$ cat src/rtl/pwm_capture.sv
// pwm_capture: PWM period/high-time input capture; `PWM_CAPTURE_GLITCH_FILTER_EN adds a 3-sample input filter
module pwm_capture #(
    parameter int CNT_W       = 16,
    parameter int SYNC_STAGES = 2
) (
    input  logic             clk,
    input  logic             rstn,
    input  logic             enable_i,
    input  logic             clear_i,
    input  logic [CNT_W-1:0] prescaler_i,
    input  logic             pwm_i,
    output logic [CNT_W-1:0] period_o,
    output logic [CNT_W-1:0] high_o,
    output logic             valid_o,
    output logic             ovf_o,
    output logic             busy_o
);
    typedef enum logic [1:0] {IDLE, ARM, HIGH, LOW} state_t;
    state_t state_q, state_d;
    logic [SYNC_STAGES-1:0] sync_q, sync_d;
    logic lvl, edge_q, rise, fall, tick;
    logic [CNT_W-1:0] cnt_q, cnt_d, hsh_q, hsh_d, psc_q, psc_d, lim_q, lim_d;
    logic [CNT_W-1:0] period_q, period_d, high_q, high_d;
    logic valid_q, valid_d, ovf_q, ovf_d;
    // Shift the asynchronous pad level through the synchronizer chain
    always_comb sync_d = {sync_q[SYNC_STAGES-2:0], pwm_i};
`ifdef PWM_CAPTURE_GLITCH_FILTER_EN
    logic [1:0] hist_q, hist_d;
    logic filt_q, filt_d;
    // Filtered level follows the input only after 3 equal consecutive samples
    always_comb begin
        hist_d = {hist_q[0], sync_q[SYNC_STAGES-1]};
        filt_d = ({hist_q, sync_q[SYNC_STAGES-1]} == 3'b111) ? 1'b1 :
                 ({hist_q, sync_q[SYNC_STAGES-1]} == 3'b000) ? 1'b0 : filt_q;
    end
    // Filter history and filtered level registers
    always_ff @(posedge clk) begin
        if (!rstn) begin
            hist_q <= '0;
            filt_q <= 1'b0;
        end else begin
            hist_q <= hist_d;
            filt_q <= filt_d;
        end
    end
    assign lvl = filt_q;
`else
    assign lvl = sync_q[SYNC_STAGES-1];
`endif
    assign rise = lvl & ~edge_q;
    assign fall = ~lvl & edge_q;
    assign tick = (psc_q == lim_q);
    // Next-state, counter and result logic; overflow takes priority over edges
    always_comb begin
        state_d  = state_q;
        cnt_d    = cnt_q;
        hsh_d    = hsh_q;
        psc_d    = psc_q;
        lim_d    = lim_q;
        period_d = period_q;
        high_d   = high_q;
        valid_d  = 1'b0;
        ovf_d    = clear_i ? 1'b0 : ovf_q;
        if (!enable_i) begin
            state_d = IDLE;
        end else begin
            case (state_q)
                IDLE: state_d = ARM;
                ARM: begin
                    if (rise) begin
                        state_d = HIGH;
                        cnt_d   = CNT_W'(1);
                        psc_d   = '0;
                        lim_d   = prescaler_i;
                    end
                end
                default: begin
                    psc_d = tick ? '0 : psc_q + CNT_W'(1);
                    if (tick && (&cnt_q)) begin
                        ovf_d   = 1'b1;
                        state_d = ARM;
                    end else begin
                        if (tick) cnt_d = cnt_q + CNT_W'(1);
                        if (state_q == HIGH && fall) begin
                            hsh_d   = cnt_q;
                            state_d = LOW;
                        end
                        if (state_q == LOW && rise) begin
                            period_d = cnt_q;
                            high_d   = hsh_q;
                            valid_d  = 1'b1;
                            state_d  = HIGH;
                            cnt_d    = CNT_W'(1);
                            psc_d    = '0;
                            lim_d    = prescaler_i;
                        end
                    end
                end
            endcase
        end
    end
    // State, counters and results with synchronous active-low reset
    always_ff @(posedge clk) begin
        if (!rstn) begin
            state_q  <= IDLE;
            sync_q   <= '0;
            edge_q   <= 1'b0;
            cnt_q    <= '0;
            hsh_q    <= '0;
            psc_q    <= '0;
            lim_q    <= '0;
            period_q <= '0;
            high_q   <= '0;
            valid_q  <= 1'b0;
            ovf_q    <= 1'b0;
        end else begin
            state_q  <= state_d;
            sync_q   <= sync_d;
            edge_q   <= lvl;
            cnt_q    <= cnt_d;
            hsh_q    <= hsh_d;
            psc_q    <= psc_d;
            lim_q    <= lim_d;
            period_q <= period_d;
            high_q   <= high_d;
            valid_q  <= valid_d;
            ovf_q    <= ovf_d;
        end
    end
    assign period_o = period_q;
    assign high_o   = high_q;
    assign valid_o  = valid_q;
    assign ovf_o    = ovf_q;
    assign busy_o   = (state_q == HIGH) || (state_q == LOW);
endmodule
$ cat config.mk
export PLATFORM = sky130hd
export DESIGN_NAME = pwm_capture
export DESIGN_NICKNAME = d
export VERILOG_FILES = /design/src/rtl/pwm_capture.sv
export SDC_FILE = /design/constraint.sdc
export NUM_CORES = 1
export LEC_CHECK = 0
export BUFFER_PORTS_ARGS = -buffer_cell sky130_fd_sc_hd__buf_2
export CAP_MARGIN = 10
export CORE_ASPECT_RATIO = 1.1
export CORE_UTILIZATION = 40
export DETAILED_ROUTE_END_ITERATION = 10
export PLACE_DENSITY_LB_ADDON = 0.3
export SLEW_MARGIN = 20
export SYNTH_ARGS = -nofsm -noshare
export SYNTH_HDL_FRONTEND = slang
export SYNTH_SLANG_ARGS = --single-unit
export TNS_END_PERCENT = 5
$ cat constraint.sdc
create_clock -name clk -period 2 [get_ports clk]
set_clock_uncertainty 0.1 [all_clocks]
set_input_delay 0.4 -clock clk [delete_from_list [all_inputs] [get_ports clk]]
set_output_delay 0.4 -clock clk [all_outputs]
set_load 0.02 [all_outputs]
; ---- Word-level counts from Yosys, hierarchy flattened
; Index checks and enable logic that the tools add are counted.
[word_totals]
register_bits = 103
inputBits = 21
output_inout_bits = 35
word_cells = 70
[classes]
add_sub_neg = 2
n_eq_ne = 6
n_mux = 24
bitwise_logic = 9
n_reduce_logical = 18
[op_table]
columns = operator, count
row1 = $mux 16, 11
row2 = $pmux 16 s2, 3
row3 = $add 16x1->16 const B, 2
row4 = $eq 16x16->1, 1
row5 = $reduce_and 16->1, 1
row6 = $reduce_and 5->1, 2
row7 = $mux 2, 4
row8 = $reduce_and 4->1, 2
row9 = $not 1->1, 7
row10 = $mux 1, 5
row11 = $reduce_bool 5->1, 1
row12 = $reduce_or 5->1, 1
row13 = $eq 2x2->1 const B, 2
row14 = $pmux 2 s2, 1
row15 = $reduce_and 2->1, 2
row16 = $logic_and 1x1->1, 3
row17 = $reduce_and 3->1, 1
row18 = $reduce_bool 3->1, 1
row19 = $and 1x1->1, 2
row20 = $eq 2x1->1 const B, 1
row21 = $logic_not 2->1, 1
row22 = $ne 2x1->1 const B, 1
row23 = $ne 2x2->1 const B, 1
row24 = $reduce_bool 2->1, 1
row25 = 2 further kinds, 2

; ---- Depth between registers and ports, before layout
; Gate-level depths: netlist of the first run.
[logic_depth]
ltp_word = 7
ltp_mapped = 8
mapped_depth_nobuf = 7

; ---- Worst setup path before layout of the first run
; Ideal clock, no wire load.
[synth_timing]
path_kind = register to register
startpoint = register cnt_q[0]
endpoint = register cnt_q[11]
setup_ns = 0.073
arrival_time_ns = 1.897
required_ns = 1.827
setup_slack_ns = -0.070
stages_incl_launch_ff = 9
n_path_buf = 1
period_less_slack_ns = 2.070
path_cell_list = dfxtp_1 ha_1 nand3_2 nor4_4 a41oi_1 mux2i_2 buf_6 nor2_1 o22ai_2
[synth_between]
elab_chain_cells = 5
word_cells_on_any_way = 9
classes_between = add/sub: 1 / eq/ne: 1 / mux: 4 / reduce/logical: 3
[synth_rtl]
columns = element, line_no
row1 = start: declaration, 22  ; logic [CNT_W-1:0] cnt_q, cnt_d, hsh_q, hsh_d, psc_q, psc_d, lim_q, lim_d;
row2 = start signal: assignment, 120  ; cnt_q <= cnt_d;
row3 = $add 16x1->16, 83  ; if (tick) cnt_d = cnt_q + CNT_W'(1);
row4 = $mux 16, 83
row5 = $mux 16, 88  ; if (state_q == LOW && rise) begin
row6 = $mux 16, 79  ; if (tick && (&cnt_q)) begin
row7 = $pmux 16 s2, 67  ; case (state_q)
; Several ways; a longest one is shown, not always the timed one. The select of a mux whose other input is x is not followed.
; A chain may end at the register's enable or synchronous reset.

; ---- Worst setup path after layout of the first run
[layout_timing]
startpoint = register lim_q[10]
endpoint = register cnt_q[4]
[layout_between]
elab_chain_cells = 4
word_cells_on_any_way = 5
classes_between = eq/ne: 2 / reduce/logical: 3
[layout_rtl]
columns = element, line_no
row1 = start: declaration, 22
row2 = start signal: assignment, 123  ; lim_q <= lim_d;
row3 = $eq 16x16->1 (*), 52  ; assign tick = (psc_q == lim_q);
row4 = $logic_and 1x1->1, 79
row5 = $ne 2x1->1 (no source line), n/a
row6 = $reduce_and 5->1 (no source line) (*), n/a
; Mark *: on every way between the ends. The rest lies on a longest branch, timed or not.

==> qor.csv, run 1 <==
metric,value,unit
status,"finished, violations left",
violations,negative setup slack,
cp_max_fo,5,
cts_hold_buffers,0,
synth_top_area_share,0.467,
routedWlPerCell,14.3,um
path_clk_slew,0.08,ns
hold_ws,0.143,ns
grt_max_degree,64,
crit_required,2.19,ns
track_usage,0.197,
fin_setup_tns,-3.28,ns
drt_first_iter_violations,214,
syn-cell-area,4410,um^2
layout-drive-gt1-share,0.295,
finalHoldViolCount,0,
ctsRootBufferMaster,clkbuf_16,
layout_setup_ws,-0.133,ns
hp-class,primary input to flip-flop,
timing.fmax,0.469,GHz
ant_nets,0,
synth_cell_types,49,
clk_path_buf_depth,2,
slew_headroom,0.748,
placedInstanceArea,5190,um^2
finalCritPeriodShare,1.07,
drc,0,
die_area,11500,um^2
grt_pass1_vias,3636,
crit_slowest_cell,or3b_4,
avgSynthCellArea,8.45,um^2
startpoint_type,flip-flop,
power-per-cell-area,677,nW/um^2
worst-setup-path-type,flip-flop to flip-flop,
antenna_found_initial,0,
viasPerCell,5.18,
crit_chain,xor2_2 > nor4_4 > nand4_4 > nor3b_4 > or3b_4 > o22ai_2,
synth-compound-area-share,0.153,
grt-ovfl-total,0,
clkLatencyLatePin,0.36,ns
seqCellArea,2070,um^2
finalSetupViolations,47,
vdd_ir_drop_max,450,uV
htree_levels,3,
synth_area_leaders,"dfxtp_1, nand3_1, o21ai_0",
antenna_cells,0,
synth-simple-area-share,0.265,
std_cell_rows,39,
final_util,0.551,
io_pins,56,
drv_cap,0,
worstMarginPinSlew,0.377,ns
multi_input_area,2320,um^2
firstDrtPassIters,4,
yosys_warnings,0,
regToRegSetupSlack,-0.13,ns
grt_pass1_wl,17500,um
nNetsFinal,635,
period_minus_slack,2.13,ns
final.fill_count,972,
cts-buffers-inserted,9,
syn_nets,545,
netlist_instances,522,
end_kind,flip-flop,
initial_core_util,0.419,
synthMuxAreaShare,0.00312,
synth_ff_type,dfxtp_1,
port_buffers,55,
synthAdderAreaFrac,0.00567,
ys_async_sr_fraction,0,
final_cell_area,5810,um^2
synth_top_family_by_area,simple AND/OR/NAND/NOR gates,
ys_ff_latch,103,
cts_tree,done,
p_leak,2.34,nW
totalWireLength,10900,um
numClockSinks,103,
synth_xor_area_frac,0.0595,
cp_slowest_stage_delay,0.43,ns
power,3.93,mW
cp_top_family,simple AND/OR/NAND/NOR gates,
grt_setup_unrepaired,true,
area_growth,31.6,%
gp_congestion,0.818,
synth_area_leader_cell,dfxtp_1,
dpl.hpwl,7380,um
via_count,3940,
critPathBufInv,0,
core,10500,um^2
slew_viol_final,0,
die-height,112,um
seq_area_frac_synth,0.467,
die_w,102,um
synth_edf_count,0,
cp.arrival,2.32,ns
## synthesized netlist by cell type, drive strengths merged, types with 3 or more instances
library cell	count
o21bai	6
nor2b	4
inv	9
nor2	43
nand4	6
nand3	82
o21ai	70
and4	3
nand2	63
a21oi	10
o211ai	4
xor2	18
and2	4
nor4	7
clkbuf	26
buf	12
nor3	5
dfxtp	103
xnor2	12
or3	3
o31ai	3
a31oi	4
o22ai	8
## stage by stage
| step | setup WS [ns] | instances |
|---|---|---|
| floorplan | 0.0430 | 522 |
| global placement | -0.0249 | 735 |
| detailed placement | -0.0922 | 735 |
| CTS | -0.0891 | 757 |
| global route | -0.240 | 760 |
| finish | -0.133 | 760 |
## path summary, 6_finish.rpt
check,start,end,depth (start not counted)
setup / recovery,lim_q[10],cnt_q[4],6
setup reg to reg,lim_q[10],cnt_q[4],6
hold reg to reg,sync_q[0],sync_q[1],1
hold / removal,pwm_i,sync_q[0],2
## layout by cell type (no fill, tap or decap), types with 12 or more instances in the layout
| master | instances |
|---|---|
| buf_2 | 54 |
| buf_4 | 46 |
| dfxtp_1 | 98 |
| nand2_1 | 63 |
| nand3_1 | 77 |
| nor2_1 | 39 |
| o21ai_0 | 44 |
| o21ai_1 | 21 |
| xnor2_1 | 12 |
| xor2_1 | 16 |
## flip-flops by register name, summed over array words and instances, names as in the netlist, 2 cells and up
register,flops
high_o,16
hsh_q,16
sync_q,2
period_o,16
state_q,2
lim_q,16
psc_q,16
cnt_q,16
## report_power, final
group	switching, mW	internal (mW)	total, mW
Clock	0.847	0.874	1.72
Sequential	0.00458	2.05	2.06
Combinational	0.0930	0.0603	0.153
## routing by layer
metal	share of wire	global-route usage	wire length, um	up-vias
li1	-	-	-	2000
met1	0.46	0.260	5010	1831
met2	0.48	0.314	5170	94
met3	0.043	0.0262	470	15
met4	0.018	0.0952	199	0
met5	0	0	0	-
## cell type report
| class | count | area share |
|---|---|---|
| clock buffer | 9 | 0.0388 |
| inverter | 9 | 0.00582 |
| tap | 143 | 0.0308 |
| timing repair buffer | 117 | 0.159 |
| sequential | 103 | 0.357 |
| multi-input combinational | 372 | 0.399 |
| clock inverter | 7 | 0.0108 |
## cells by family (layout without fill, tap and decap cells)
kind of cell	count (synthesis)	count (layout)
muxes	1	1
AOI/OAI and AO/OA	112	112
DFF	103	103
adders and majority gates	2	2
xor gates and xnor gates	30	30
and+or+nand+nor	227	227
buffers and inverters	47	142
## timing repair
item	in CTS	in global routing
resized for setup	20	40
buffers inserted	5	1
pin swaps	13	13
setup endpoints to repair	58	87
cloned	1	2
Power figures use the tool's default switching activity.
==> run 2, diff against run 1 <==
Settings changed: CORE_MARGIN set to 5.
==> run 2 against run 1 <==
Against the previous run: the run still ends with negative setup slack left; first-iteration DRC count up 26%; design area down 3.3%; via count down 2.8%; sequential share of layout area up 1.1 points; setup slack better by 0.069 ns; flip-flop and latch count unchanged; hold slack better by 0.022 ns; critical path type unchanged; largest cell class unchanged.
==> qor.csv, run 2 (same netlist as run 1, synthesis figures left out) <==
metric,value,unit,change
port_buffers,55,,unchanged
finalHoldViolCount,0,,unchanged
slew_headroom,0.763,,was 0.748
grt_setup_unrepaired,true,,unchanged
clkLatencyLatePin,0.34,ns,was 0.36 ns
layout-drive-gt1-share,0.249,,was 0.295
die_area,13200,um^2,was 11500 um^2
fin_setup_tns,-0.427,ns,was -3.28 ns
grt_pass1_wl,17400,um,was 17500 um
die_w,110,um,was 102 um
antenna_found_initial,0,,unchanged
use_met3,0.0355,,was 0.0262
worstMarginPinSlew,0.353,ns,was 0.377 ns
p_leak,2.26,nW,was 2.34 nW
hp-class,primary input to flip-flop,,unchanged
ant_nets,0,,unchanged
antenna_cells,0,,unchanged
drc,0,,unchanged
numClockSinks,103,,unchanged
ctsRootBufferMaster,clkbuf_16,,unchanged
clk_path_buf_depth,2,,unchanged
layout_setup_ws,-0.0646,ns,was -0.133 ns
initial_core_util,0.406,,was 0.419
crit_slowest_cell,nor4_4,,was or3b_4
clock_power_share,0.441,,was 0.438
htree_levels,3,,unchanged
vdd_ir_drop_max,392,uV,was 450 uV
grtUsageMet2,0.258,,was 0.314
dpl.hpwl,7470,um,was 7380 um
cts-buffers-inserted,9,,unchanged
placedInstanceArea,5200,um^2,was 5190 um^2
status,"finished, violations left",,unchanged
cts_tree,done,,unchanged
cp.arrival,2.24,ns,was 2.32 ns
internal_power,3.09,mW,was 2.99 mW
dp_slack,-0.102,ns,was -0.0922 ns
p_comb_frac,0.038,,was 0.039
grt-ovfl-total,0,,unchanged
worst-setup-path-type,flip-flop to flip-flop,,unchanged
nNetsFinal,629,,was 635
power-per-cell-area,703,nW/um^2,was 677 nW/um^2
drt_first_iter_violations,270,,was 214
routedWlPerCell,13.9,um,was 14.3 um
end_kind,flip-flop,,unchanged
seqCellArea,2060,um^2,was 2070 um^2
power,3.95,mW,was 3.93 mW
violations,negative setup slack,,unchanged
cp_top_family,simple AND/OR/NAND/NOR gates,,unchanged
crit_chain,xor2_1 > nor4_4 > nand4_4 > nor3b_4 > or3b_1 > o22ai_1,,was xor2_2 > nor4_4 > nand4_4 > nor3b_4 > or3b_4 > o22ai_2
grt_max_degree,66,,was 64
final_cell_area,5620,um^2,was 5810 um^2
firstDrtPassIters,5,,was 4
finalSetupViolations,26,,was 47
timing.fmax,0.484,GHz,was 0.469 GHz
startpoint_type,flip-flop,,unchanged
path_clk_slew,0.07,ns,was 0.08 ns
power_switching,0.860,mW,was 0.945 mW
crit_required,2.17,ns,was 2.19 ns
cts_hold_buffers,0,,unchanged
period_minus_slack,2.06,ns,was 2.13 ns
sw_frac_of_total,0.218,,was 0.240
grt_pass1_vias,3638,,was 3636
layout_commonest_cell,dfxtp_1,,unchanged
slew_viol_final,0,,unchanged
critPathBufInv,0,,unchanged
viasPerCell,5.06,,was 5.18
die-height,120,um,was 112 um
io_pins,56,,unchanged
via_count,3828,,was 3940
final.fill_count,1028,,was 972
cp_max_fo,5,,unchanged
track_usage,0.162,,was 0.197
cp_slowest_stage_delay,0.41,ns,was 0.43 ns
std_cell_rows,40,,was 39
final_cell_mix,"dfxtp_1, nand3_1, nand2_1",,unchanged
busiest_layer,met2,,unchanged
power_frac_seq,0.521,,was 0.523
drv_cap,0,,unchanged
core,10900,um^2,was 10500 um^2
multi_input_area,2190,um^2,was 2320 um^2
gp_congestion,0.825,,was 0.818
totalWireLength,10500,um,was 10900 um
grt_use_met1,0.220,,was 0.260
finalCritPeriodShare,1.03,,was 1.07
area_growth,27.3,%,was 31.6%
run 2: layout make-up:
cell class              count  area share
multi-input cells         372       0.390
flip-flops and latches    103       0.368
repair buffers            111       0.151
clock buffers               9      0.0401
well taps                 147      0.0327
clock inverters             6      0.0118
inverters                   9     0.00601
run 2: final timing paths:
kind                  start         to  slack, ns  cells past startpoint
setup / recovery   lim_q[9]   cnt_q[4]      -0.06                      6
hold / removal        pwm_i  sync_q[0]       0.17                      2
setup reg to reg   lim_q[9]   cnt_q[4]      -0.06                      6
hold reg to reg   sync_q[0]  sync_q[1]       0.34                      1
run 2: metal layers:
| metal | up-vias | part of all wire |
|---|---|---|
| met5 | - | 0 |
| met4 | 0 | 0.0097 |
| met3 | 5 | 0.040 |
| met2 | 66 | 0.46 |
| met1 | 1775 | 0.49 |
| li1 | 1982 | - |
run 2: metrics by stage:
| stage | utilization | hold WS [ns] | cells |
|---|---|---|---|
| 2_1_floorplan | - | 0.312 | 522 |
| 3_3_place_gp | 0.479 | 0.315 | 739 |
| 3_5_place_dp | 0.479 | 0.330 | 739 |
| 4_1_cts | 0.514 | 0.153 | 756 |
| 5_1_grt | 0.517 | 0.166 | 757 |
| 6_report | 0.517 | 0.165 | 757 |
run 2: power groups by stage:
stage                     Sequential (mW)  Combinational, mW  Clock (mW)
after floorplan                      2.11             0.0796           0
after global placement               2.10              0.145           0
after detailed placement             2.10              0.147           0
after CTS                            2.06              0.151        1.78
after global routing                 2.06              0.165        1.87
final                                2.06              0.151        1.74
run 2: repair_timing:
item | in CTS | in global routing
setup endpoints to repair | 58 | 91
buffers inserted | 1 | 0
cloned | 1 | 1
pin swaps | 7 | 2
gates resized for setup | 11 | 8
